**src/rtl/vga_pkg.sv**
```systemverilog
// Shared definitions for the parametrised VGA raster generator: pattern modes,
// stock timings and the colour-bar palette.
package vga_pkg;

   typedef enum logic [1:0] {
      MODE_FB    = 2'd0,
      MODE_SOLID = 2'd1,
      MODE_BARS  = 2'd2,
      MODE_CHECK = 2'd3
   } vga_mode_e;

   // 800x600 @ 72 Hz, 50 MHz pixel clock
   localparam int   VGA800_H_VISIBLE = 800;
   localparam int   VGA800_H_FRONT   = 56;
   localparam int   VGA800_H_SYNC    = 120;
   localparam int   VGA800_H_BACK    = 64;
   localparam int   VGA800_V_VISIBLE = 600;
   localparam int   VGA800_V_FRONT   = 37;
   localparam int   VGA800_V_SYNC    = 6;
   localparam int   VGA800_V_BACK    = 23;
   localparam logic VGA800_HS_POL    = 1'b1;
   localparam logic VGA800_VS_POL    = 1'b1;

   // 640x480 @ 60 Hz, 25.175 MHz pixel clock, negative syncs
   localparam int   VGA640_H_VISIBLE = 640;
   localparam int   VGA640_H_FRONT   = 16;
   localparam int   VGA640_H_SYNC    = 96;
   localparam int   VGA640_H_BACK    = 48;
   localparam int   VGA640_V_VISIBLE = 480;
   localparam int   VGA640_V_FRONT   = 10;
   localparam int   VGA640_V_SYNC    = 2;
   localparam int   VGA640_V_BACK    = 33;
   localparam logic VGA640_HS_POL    = 1'b0;
   localparam logic VGA640_VS_POL    = 1'b0;

   localparam logic [2:0] BAR_WHITE   = 3'b111;
   localparam logic [2:0] BAR_YELLOW  = 3'b110;
   localparam logic [2:0] BAR_CYAN    = 3'b011;
   localparam logic [2:0] BAR_GREEN   = 3'b010;
   localparam logic [2:0] BAR_MAGENTA = 3'b101;
   localparam logic [2:0] BAR_RED     = 3'b100;
   localparam logic [2:0] BAR_BLUE    = 3'b001;
   localparam logic [2:0] BAR_BLACK   = 3'b000;

   // {R,G,B} on/off per bar; index 8 covers the remainder past the last bar
   function automatic logic [2:0] bar_rgb(input logic [3:0] idx);
      case (idx)
         4'd0:    return BAR_WHITE;
         4'd1:    return BAR_YELLOW;
         4'd2:    return BAR_CYAN;
         4'd3:    return BAR_GREEN;
         4'd4:    return BAR_MAGENTA;
         4'd5:    return BAR_RED;
         4'd6:    return BAR_BLUE;
         default: return BAR_BLACK;
      endcase
   endfunction

endpackage

```
**src/rtl/vga_timing_pipe_pattern.sv**
```systemverilog
// Built-in test-pattern source. Colour for the current counter position is
// registered here, so it lines up with the other stage-1 signals in the top.
module vga_pattern_gen
   import vga_pkg::*;
#(
   parameter int H_VISIBLE_AREA = 800,
   parameter int WHOLE_LINE     = 1040,
   parameter int HW             = 11,
   parameter int VW             = 10,
   parameter int COLOR_BITS     = 4,
   parameter int CHECK_SHIFT    = 5
)(
   input  logic                      clk,
   input  logic                      rst,
   input  logic [HW-1:0]             h_cnt,
   input  logic [VW-1:0]             v_cnt,
   input  vga_mode_e                 mode,
   input  logic [3*COLOR_BITS-1:0]   solid_color,
   output logic [3*COLOR_BITS-1:0]   pat_rgb_q
);

   localparam int BAR_W = H_VISIBLE_AREA / 8;
   localparam int BTW   = (BAR_W > 1) ? $clog2(BAR_W) : 1;

   logic [3:0]              bar_idx_q, bar_idx_d;
   logic [BTW-1:0]          bar_tmr_q, bar_tmr_d;
   logic [2:0]              bar_on;
   logic [3*COLOR_BITS-1:0] pat_d;

   // bar_idx_q/bar_tmr_q always describe the pixel h_cnt currently points at
   always_comb begin
      bar_idx_d = bar_idx_q;
      bar_tmr_d = bar_tmr_q;
      if (h_cnt == HW'(WHOLE_LINE - 1)) begin
         bar_idx_d = 4'd0;
         bar_tmr_d = BTW'(BAR_W - 1);
      end else if (bar_tmr_q == '0) begin
         bar_tmr_d = BTW'(BAR_W - 1);
         if (bar_idx_q != 4'd8) bar_idx_d = bar_idx_q + 4'd1;
      end else begin
         bar_tmr_d = bar_tmr_q - BTW'(1);
      end
   end

   assign bar_on = bar_rgb(bar_idx_q);

   always_comb begin
      pat_d = '0;
      case (mode)
         MODE_SOLID: pat_d = solid_color;
         MODE_BARS:  pat_d = {{COLOR_BITS{bar_on[2]}},
                              {COLOR_BITS{bar_on[1]}},
                              {COLOR_BITS{bar_on[0]}}};
         MODE_CHECK: begin
            if (|((32'(h_cnt) ^ 32'(v_cnt)) & (32'd1 << CHECK_SHIFT))) pat_d = '1;
         end
         default:    pat_d = '0;
      endcase
   end

   always_ff @(posedge clk) begin
      if (rst) begin
         bar_idx_q <= 4'd0;
         bar_tmr_q <= BTW'(BAR_W - 1);
         pat_rgb_q <= '0;
      end else begin
         bar_idx_q <= bar_idx_d;
         bar_tmr_q <= bar_tmr_d;
         pat_rgb_q <= pat_d;
      end
   end

endmodule

```
**src/rtl/vga_timing_pipe.sv**
```systemverilog
// Parametrised VGA raster generator: stage 0 counters/decode and pixel request,
// stage 1 delayed flags plus source colour, stage 2 registered DAC pins.
module vga_timing_pipe
   import vga_pkg::*;
#(
   parameter int   H_VISIBLE_AREA = VGA800_H_VISIBLE,
   parameter int   H_FRONT_PORCH  = VGA800_H_FRONT,
   parameter int   H_SYNC_PULSE   = VGA800_H_SYNC,
   parameter int   H_BACK_PORCH   = VGA800_H_BACK,
   parameter int   V_VISIBLE_AREA = VGA800_V_VISIBLE,
   parameter int   V_FRONT_PORCH  = VGA800_V_FRONT,
   parameter int   V_SYNC_PULSE   = VGA800_V_SYNC,
   parameter int   V_BACK_PORCH   = VGA800_V_BACK,
   parameter logic HSYNC_POLARITY = VGA800_HS_POL,
   parameter logic VSYNC_POLARITY = VGA800_VS_POL,
   parameter int   COLOR_BITS     = 4,
   parameter int   CHECK_SHIFT    = 5,
   localparam int  WHOLE_LINE  = H_VISIBLE_AREA + H_FRONT_PORCH + H_SYNC_PULSE + H_BACK_PORCH,
   localparam int  WHOLE_FRAME = V_VISIBLE_AREA + V_FRONT_PORCH + V_SYNC_PULSE + V_BACK_PORCH,
   localparam int  HW = $clog2(WHOLE_LINE),
   localparam int  VW = $clog2(WHOLE_FRAME)
)(
   input  logic                    VGA_CLK,
   input  logic                    VGA_RST,
   input  logic [1:0]              MODE,
   input  logic [3*COLOR_BITS-1:0] SOLID_COLOR,
   output logic                    PIX_REQ,
   output logic [HW-1:0]           PIX_X,
   output logic [VW-1:0]           PIX_Y,
   input  logic [COLOR_BITS-1:0]   PIX_R,
   input  logic [COLOR_BITS-1:0]   PIX_G,
   input  logic [COLOR_BITS-1:0]   PIX_B,
   output logic                    FRAME_START,
   output logic                    LINE_START,
   output logic [COLOR_BITS-1:0]   VGA_R,
   output logic [COLOR_BITS-1:0]   VGA_G,
   output logic [COLOR_BITS-1:0]   VGA_B,
   output logic                    VGA_HS,
   output logic                    VGA_VS,
   output logic                    VGA_DE
);

   localparam int HS_START = H_VISIBLE_AREA + H_FRONT_PORCH;
   localparam int HS_END   = HS_START + H_SYNC_PULSE;
   localparam int VS_START = V_VISIBLE_AREA + V_FRONT_PORCH;
   localparam int VS_END   = VS_START + V_SYNC_PULSE;

   logic [HW-1:0]           h_cnt_q, h_cnt_d;
   logic [VW-1:0]           v_cnt_q, v_cnt_d;
   logic                    h_last, v_last;
   logic                    vis, hs_act, vs_act;
   vga_mode_e               mode_q, mode_sel;
   logic                    vis_s1_q, hs_s1_q, vs_s1_q, fb_s1_q;
   logic [3*COLOR_BITS-1:0] pat_rgb_q;
   logic [3*COLOR_BITS-1:0] rgb_q, rgb_d;
   logic                    de_q, hs_q, vs_q;

   assign h_last = (h_cnt_q == HW'(WHOLE_LINE - 1));
   assign v_last = (v_cnt_q == VW'(WHOLE_FRAME - 1));

   always_comb begin
      h_cnt_d = h_last ? '0 : h_cnt_q + HW'(1);
      v_cnt_d = v_cnt_q;
      if (h_last) v_cnt_d = v_last ? '0 : v_cnt_q + VW'(1);
   end

   assign vis    = (32'(h_cnt_q) < 32'(H_VISIBLE_AREA)) && (32'(v_cnt_q) < 32'(V_VISIBLE_AREA));
   assign hs_act = (32'(h_cnt_q) >= 32'(HS_START)) && (32'(h_cnt_q) < 32'(HS_END));
   assign vs_act = (32'(v_cnt_q) >= 32'(VS_START)) && (32'(v_cnt_q) < 32'(VS_END));

   assign FRAME_START = (h_cnt_q == '0) && (v_cnt_q == '0);
   assign LINE_START  = (h_cnt_q == '0);
   assign PIX_REQ     = vis;
   assign PIX_X       = h_cnt_q;
   assign PIX_Y       = v_cnt_q;

   // MODE is used directly at (0,0) so the first pixel of a frame already sees it
   assign mode_sel = FRAME_START ? vga_mode_e'(MODE) : mode_q;

   vga_pattern_gen #(
      .H_VISIBLE_AREA (H_VISIBLE_AREA),
      .WHOLE_LINE     (WHOLE_LINE),
      .HW             (HW),
      .VW             (VW),
      .COLOR_BITS     (COLOR_BITS),
      .CHECK_SHIFT    (CHECK_SHIFT)
   ) u_pattern (
      .clk         (VGA_CLK),
      .rst         (VGA_RST),
      .h_cnt       (h_cnt_q),
      .v_cnt       (v_cnt_q),
      .mode        (mode_sel),
      .solid_color (SOLID_COLOR),
      .pat_rgb_q   (pat_rgb_q)
   );

   always_comb begin
      rgb_d = '0;
      if (vis_s1_q) rgb_d = fb_s1_q ? {PIX_R, PIX_G, PIX_B} : pat_rgb_q;
   end

   always_ff @(posedge VGA_CLK) begin
      if (VGA_RST) begin
         h_cnt_q  <= '0;
         v_cnt_q  <= '0;
         mode_q   <= MODE_FB;
         vis_s1_q <= 1'b0;
         hs_s1_q  <= 1'b0;
         vs_s1_q  <= 1'b0;
         fb_s1_q  <= 1'b0;
         rgb_q    <= '0;
         de_q     <= 1'b0;
         hs_q     <= ~HSYNC_POLARITY;
         vs_q     <= ~VSYNC_POLARITY;
      end else begin
         h_cnt_q  <= h_cnt_d;
         v_cnt_q  <= v_cnt_d;
         mode_q   <= mode_sel;
         vis_s1_q <= vis;
         hs_s1_q  <= hs_act;
         vs_s1_q  <= vs_act;
         fb_s1_q  <= (mode_sel == MODE_FB);
         rgb_q    <= rgb_d;
         de_q     <= vis_s1_q;
         hs_q     <= hs_s1_q ? HSYNC_POLARITY : ~HSYNC_POLARITY;
         vs_q     <= vs_s1_q ? VSYNC_POLARITY : ~VSYNC_POLARITY;
      end
   end

   assign VGA_R  = rgb_q[3*COLOR_BITS-1:2*COLOR_BITS];
   assign VGA_G  = rgb_q[2*COLOR_BITS-1:COLOR_BITS];
   assign VGA_B  = rgb_q[COLOR_BITS-1:0];
   assign VGA_DE = de_q;
   assign VGA_HS = hs_q;
   assign VGA_VS = vs_q;

endmodule
```
**config.mk**
```make
export PLATFORM = sky130hd
export DESIGN_NAME = vga_timing_pipe
export DESIGN_NICKNAME = d
export VERILOG_FILES = /design/src/rtl/vga_pkg.sv /design/src/rtl/vga_timing_pipe_pattern.sv /design/src/rtl/vga_timing_pipe.sv
export SDC_FILE = /design/constraint.sdc
export NUM_CORES = 1
export LEC_CHECK = 0
export BUFFER_PORTS_ARGS = -buffer_cell sky130_fd_sc_hd__buf_2
export CELL_PAD_IN_SITES_DETAIL_PLACEMENT = 1
export CELL_PAD_IN_SITES_GLOBAL_PLACEMENT = 1
export CORE_MARGIN = 10
export CORE_UTILIZATION = 37
export DETAILED_ROUTE_END_ITERATION = 16
export PLACE_DENSITY = 0.84
export SLEW_MARGIN = 20
export SYNTH_ARGS = -nofsm -noshare
export SYNTH_HDL_FRONTEND = slang
export SYNTH_HIERARCHICAL = 1
export SYNTH_SLANG_ARGS = --single-unit
export TNS_END_PERCENT = 30
```
**constraint.sdc**
```tcl
create_clock -name VGA_CLK -period 2.8 [get_ports VGA_CLK]
set_clock_uncertainty 0.1 [all_clocks]
set_input_delay 0.56 -clock VGA_CLK [delete_from_list [all_inputs] [get_ports VGA_CLK]]
set_output_delay 0.56 -clock VGA_CLK [all_outputs]
set_load 0.05 [all_outputs]
```
==> metrics <==
Net Count, Synth=363; met3 WL=473 um; r2r startpoint=PIX_Y[1]; Clock Tree Root=clkbuf_8; fraction of the mapped netlist area in adder cells=4.95%; GR Overflow Total=0; largest net degree at the start of global routing=23; TritonCTS Sinks=65; run status=finished clean; Ports=67; Final Cycle Share=94.4%; routability cong.=0.784; core area=7850 um2; max-cap check violation count=0; Slew Limit Fails=0; via count=2618; Rel. slew slack=55.0%; H-tree Lvls=3; Max Buffers Root-to-Sink=2; Final ANT Viol Nets=0; RR Endpoint=u_pattern/pat_rgb_q[9]; crit path max fanout=14; Worst Setup EP=u_pattern/pat_rgb_q[9]; synthesized-area fraction occupied by and/or/nand/nor cells=27.5%; number of global-route vias before repair=2736; hold path depth=1; CP Depth=9; Synth cell types=51; Top delay family on crit path=simple AND/OR/NAND/NOR gates; startpoint types=register; Design Power=0.00209 W; Die W=111 um; Worst-Margin Slew=0.665 ns; antenna violations before repair=0; n_diodes=0; number of warnings issued by yosys=6; drt pass-1 iters=4; pre-CTS WS=-0.0302 ns; CTS buffer count=9; post-synthesis xor/xnor area fraction=4.62%; 1st-iter DRT viols=76; compound-cell area share of the yosys netlist=10.8%; DP HPWL=6310 um; Worst EP arrival=2.77 ns; Setup-failing EPs final=0; GRT Total Usage=13.7%; Pleak=1.65 nW; Setup crit start=PIX_Y[1]; Synth-to-Final Area Change=24.5%; Power Density=554 nW/um2; Bufs and invs on worst path=1; Avg WL per Cell=16.7 um; worst hold path type=reg -> reg; critical path capture point type=register; Vias/cell=5.17; layout cells sized above 1=30.9%; final worst slack=0.158 ns; Clock Latency Late Sink=0.35 ns; CP Class=reg -> reg; R2R cell count=9; #FFs+latches synth=65; Highest Signal Layer=met4; worst vdd ir=225 uV; nets=439; standard-cell rows=32; drt total wl=8440 um; FFs w/ async S/R, synth=0%; WHS=0.318 ns; WL met1=3870 um; TritonCTS clock tree=done; clock-pin slew on the worst setup and hold paths=0.07 ns; Avg Inst Size Synth=9.39 um2; fillcell total=941; initial core utilization=38.7%; Core Util, Final=48.2%; Most used DFF post-synth=dfxtp_1; CP max-delay cell=or4b_4; die area=12200 um2; main combinational cell family by area after synthesis=simple AND/OR/NAND/NOR gates; first-pass GRT wire length=14000 um; Seq/Total Area, Yosys=42.9%; R2R Setup Slk=0.16 ns; CP Cell Sequence=inv_1 -> ha_1 -> or4b_4 -> nor4_4 -> and2_4 -> mux2_4 -> nor3b_2 -> a32oi_2 -> a21oi_1; Die Span Y=111 um; Final Hold Violating Endpoints=0; Worst Path Required=2.93 ns; number of flops mapped to enable cells by yosys=0; IO Port Bufs=66; Met2 Wirelength=3970 um; CP peak stage delay=0.47 ns; Residual DRC=0; fmax=378 MHz; fin crit period=2.64 ns; Post-Syn Instances=323; post-synthesis cell area=3030 um2; hold buffer count at cts=0; post-synthesis mux area share=5.28%
power by group:
group	switching [W]	internal, W	total [W]
clock network	0.000385	0.000411	0.000796
logic	0.000176	0.000114	0.000290
registers	0.0000366	0.000971	0.00101
total	0.000598	0.00149	0.00209
through the flow:
stage | cells | cell area, um2 | setup TNS [ns]
2_1_floorplan | 323 | 3060 | 0
3_3_place_gp | 489 | 3530 | 0
3_5_place_dp | 489 | 3530 | -0.0302
4_1_cts | 505 | 3730 | 0
5_1_grt | 506 | 3780 | -0.0272
6_report | 506 | 3780 | 0
cell type report:
type	instances	area, um2	share of cell area [%]
Multi-Input combinational cell	229	1660	43.9
Sequential cell	65	1310	34.6
Timing Repair Buffer	78	427	11.3
Tap cell	102	128	3.38
Clock buffer	9	124	3.28
Clock inverter	7	71.3	1.89
Inverter	16	60.1	1.59
worst reg2reg max path, cell delays in order (launching register included):
cell and delay (ns):
dfxtp_2 0.34, inv_1 0.10, ha_1 0.15, or4b_4 0.47, nor4_4 0.17, and2_4 0.24, mux2_4 0.37, nor3b_2 0.19
a32oi_2 0.28, a21oi_1 0.11
worst min-delay path by stage:
stage,slack (ns),start,end
2_1_floorplan,0.28,u_pattern/bar_tmr_q[0],u_pattern/bar_tmr_q[0]
3_3_place_gp,0.29,u_pattern/bar_tmr_q[0],u_pattern/bar_tmr_q[0]
3_5_place_dp,0.31,u_pattern/bar_tmr_q[0],u_pattern/bar_tmr_q[0]
4_1_cts,0.33,u_pattern/bar_tmr_q[0],u_pattern/bar_tmr_q[0]
5_1_grt,0.34,u_pattern/bar_tmr_q[0],u_pattern/bar_tmr_q[0]
6_report,0.32,u_pattern/bar_tmr_q[0],u_pattern/bar_tmr_q[0]
timing repair:
item,CTS,global route
hold endpoints to repair,0,0
setup endpoints to repair,5,13
setup buffers,0,1
gates resized for setup,2,8
pin swaps,0,3
synth_stat cells (3+ instances only):
| cell type | n | area share (%) |
|---|---|---|
| or2_2 | 3 | 0.62 |
| or4_1 | 4 | 0.99 |
| nand4_1 | 10 | 2.1 |
| and3_1 | 7 | 1.4 |
| nor4b_1 | 4 | 1.2 |
| clkbuf_1 | 8 | 0.99 |
| xor2_1 | 8 | 2.3 |
| o31ai_1 | 7 | 1.7 |
| xnor2_1 | 8 | 2.3 |
| nand4b_1 | 4 | 1.2 |
| nand2b_1 | 17 | 3.5 |
| a32oi_1 | 3 | 0.87 |
| nand2_1 | 4 | 0.49 |
| mux2i_1 | 13 | 4.3 |
| buf_2 | 3 | 0.49 |
| dfxtp_1 | 65 | 43 |
| nor4_1 | 3 | 0.62 |
| nor2_1 | 32 | 4.0 |
| a21oi_1 | 27 | 4.5 |
| nand3_1 | 12 | 2.0 |
| nor3b_1 | 3 | 0.74 |
| inv_1 | 16 | 2.0 |
| and4_1 | 4 | 1.2 |
| ha_1 | 12 | 4.9 |
| or3_1 | 5 | 1.0 |
| nor2b_1 | 3 | 0.62 |
| o21ai_0 | 9 | 1.5 |
metal layers:
| layer | global-route usage (%) | vias up |
|---|---|---|
| met5 | 0 | - |
| met4 | 5.53 | 0 |
| met3 | 4.65 | 9 |
| met2 | 21.4 | 64 |
| met1 | 16.9 | 1241 |
| li1 | - | 1304 |
state kept, by name, indices dropped and copies added, names as in the netlist, 2 cells and up:
| signal | flops |
|---|---|
| PIX_X | 11 |
| PIX_Y | 10 |
| mode_q | 2 |
| rgb_q | 12 |
| u_pattern/bar_idx_q | 4 |
| u_pattern/bar_tmr_q | 7 |
| u_pattern/pat_rgb_q | 12 |
cell usage in the layout (no fill, tap or decap), drive strengths merged, types with 6 or more instances in the layout:
cell | synthesis | final
or4 | 6 | 6
and3 | 7 | 7
buf | 5 | 78
nand3 | 12 | 12
clkbuf | 8 | 9
o21ai | 9 | 9
mux2i | 13 | 13
nor2 | 32 | 32
dfxtp | 65 | 65
clkinv | 0 | 6
nand4 | 11 | 11
xor2 | 8 | 8
xnor2 | 8 | 8
or3 | 7 | 7
inv | 16 | 16
ha | 12 | 12
a21oi | 27 | 27
o31ai | 7 | 7
nand2b | 17 | 17
cells by family after synthesis:
logic type / after synthesis
buf+inv: 29
flops: 65
fa+ha+maj: 12
compound gates: 53
simple gates: 133
xor+xnor: 16
mux: 15
No activity file was read; power rests on OpenSTA's default activity.
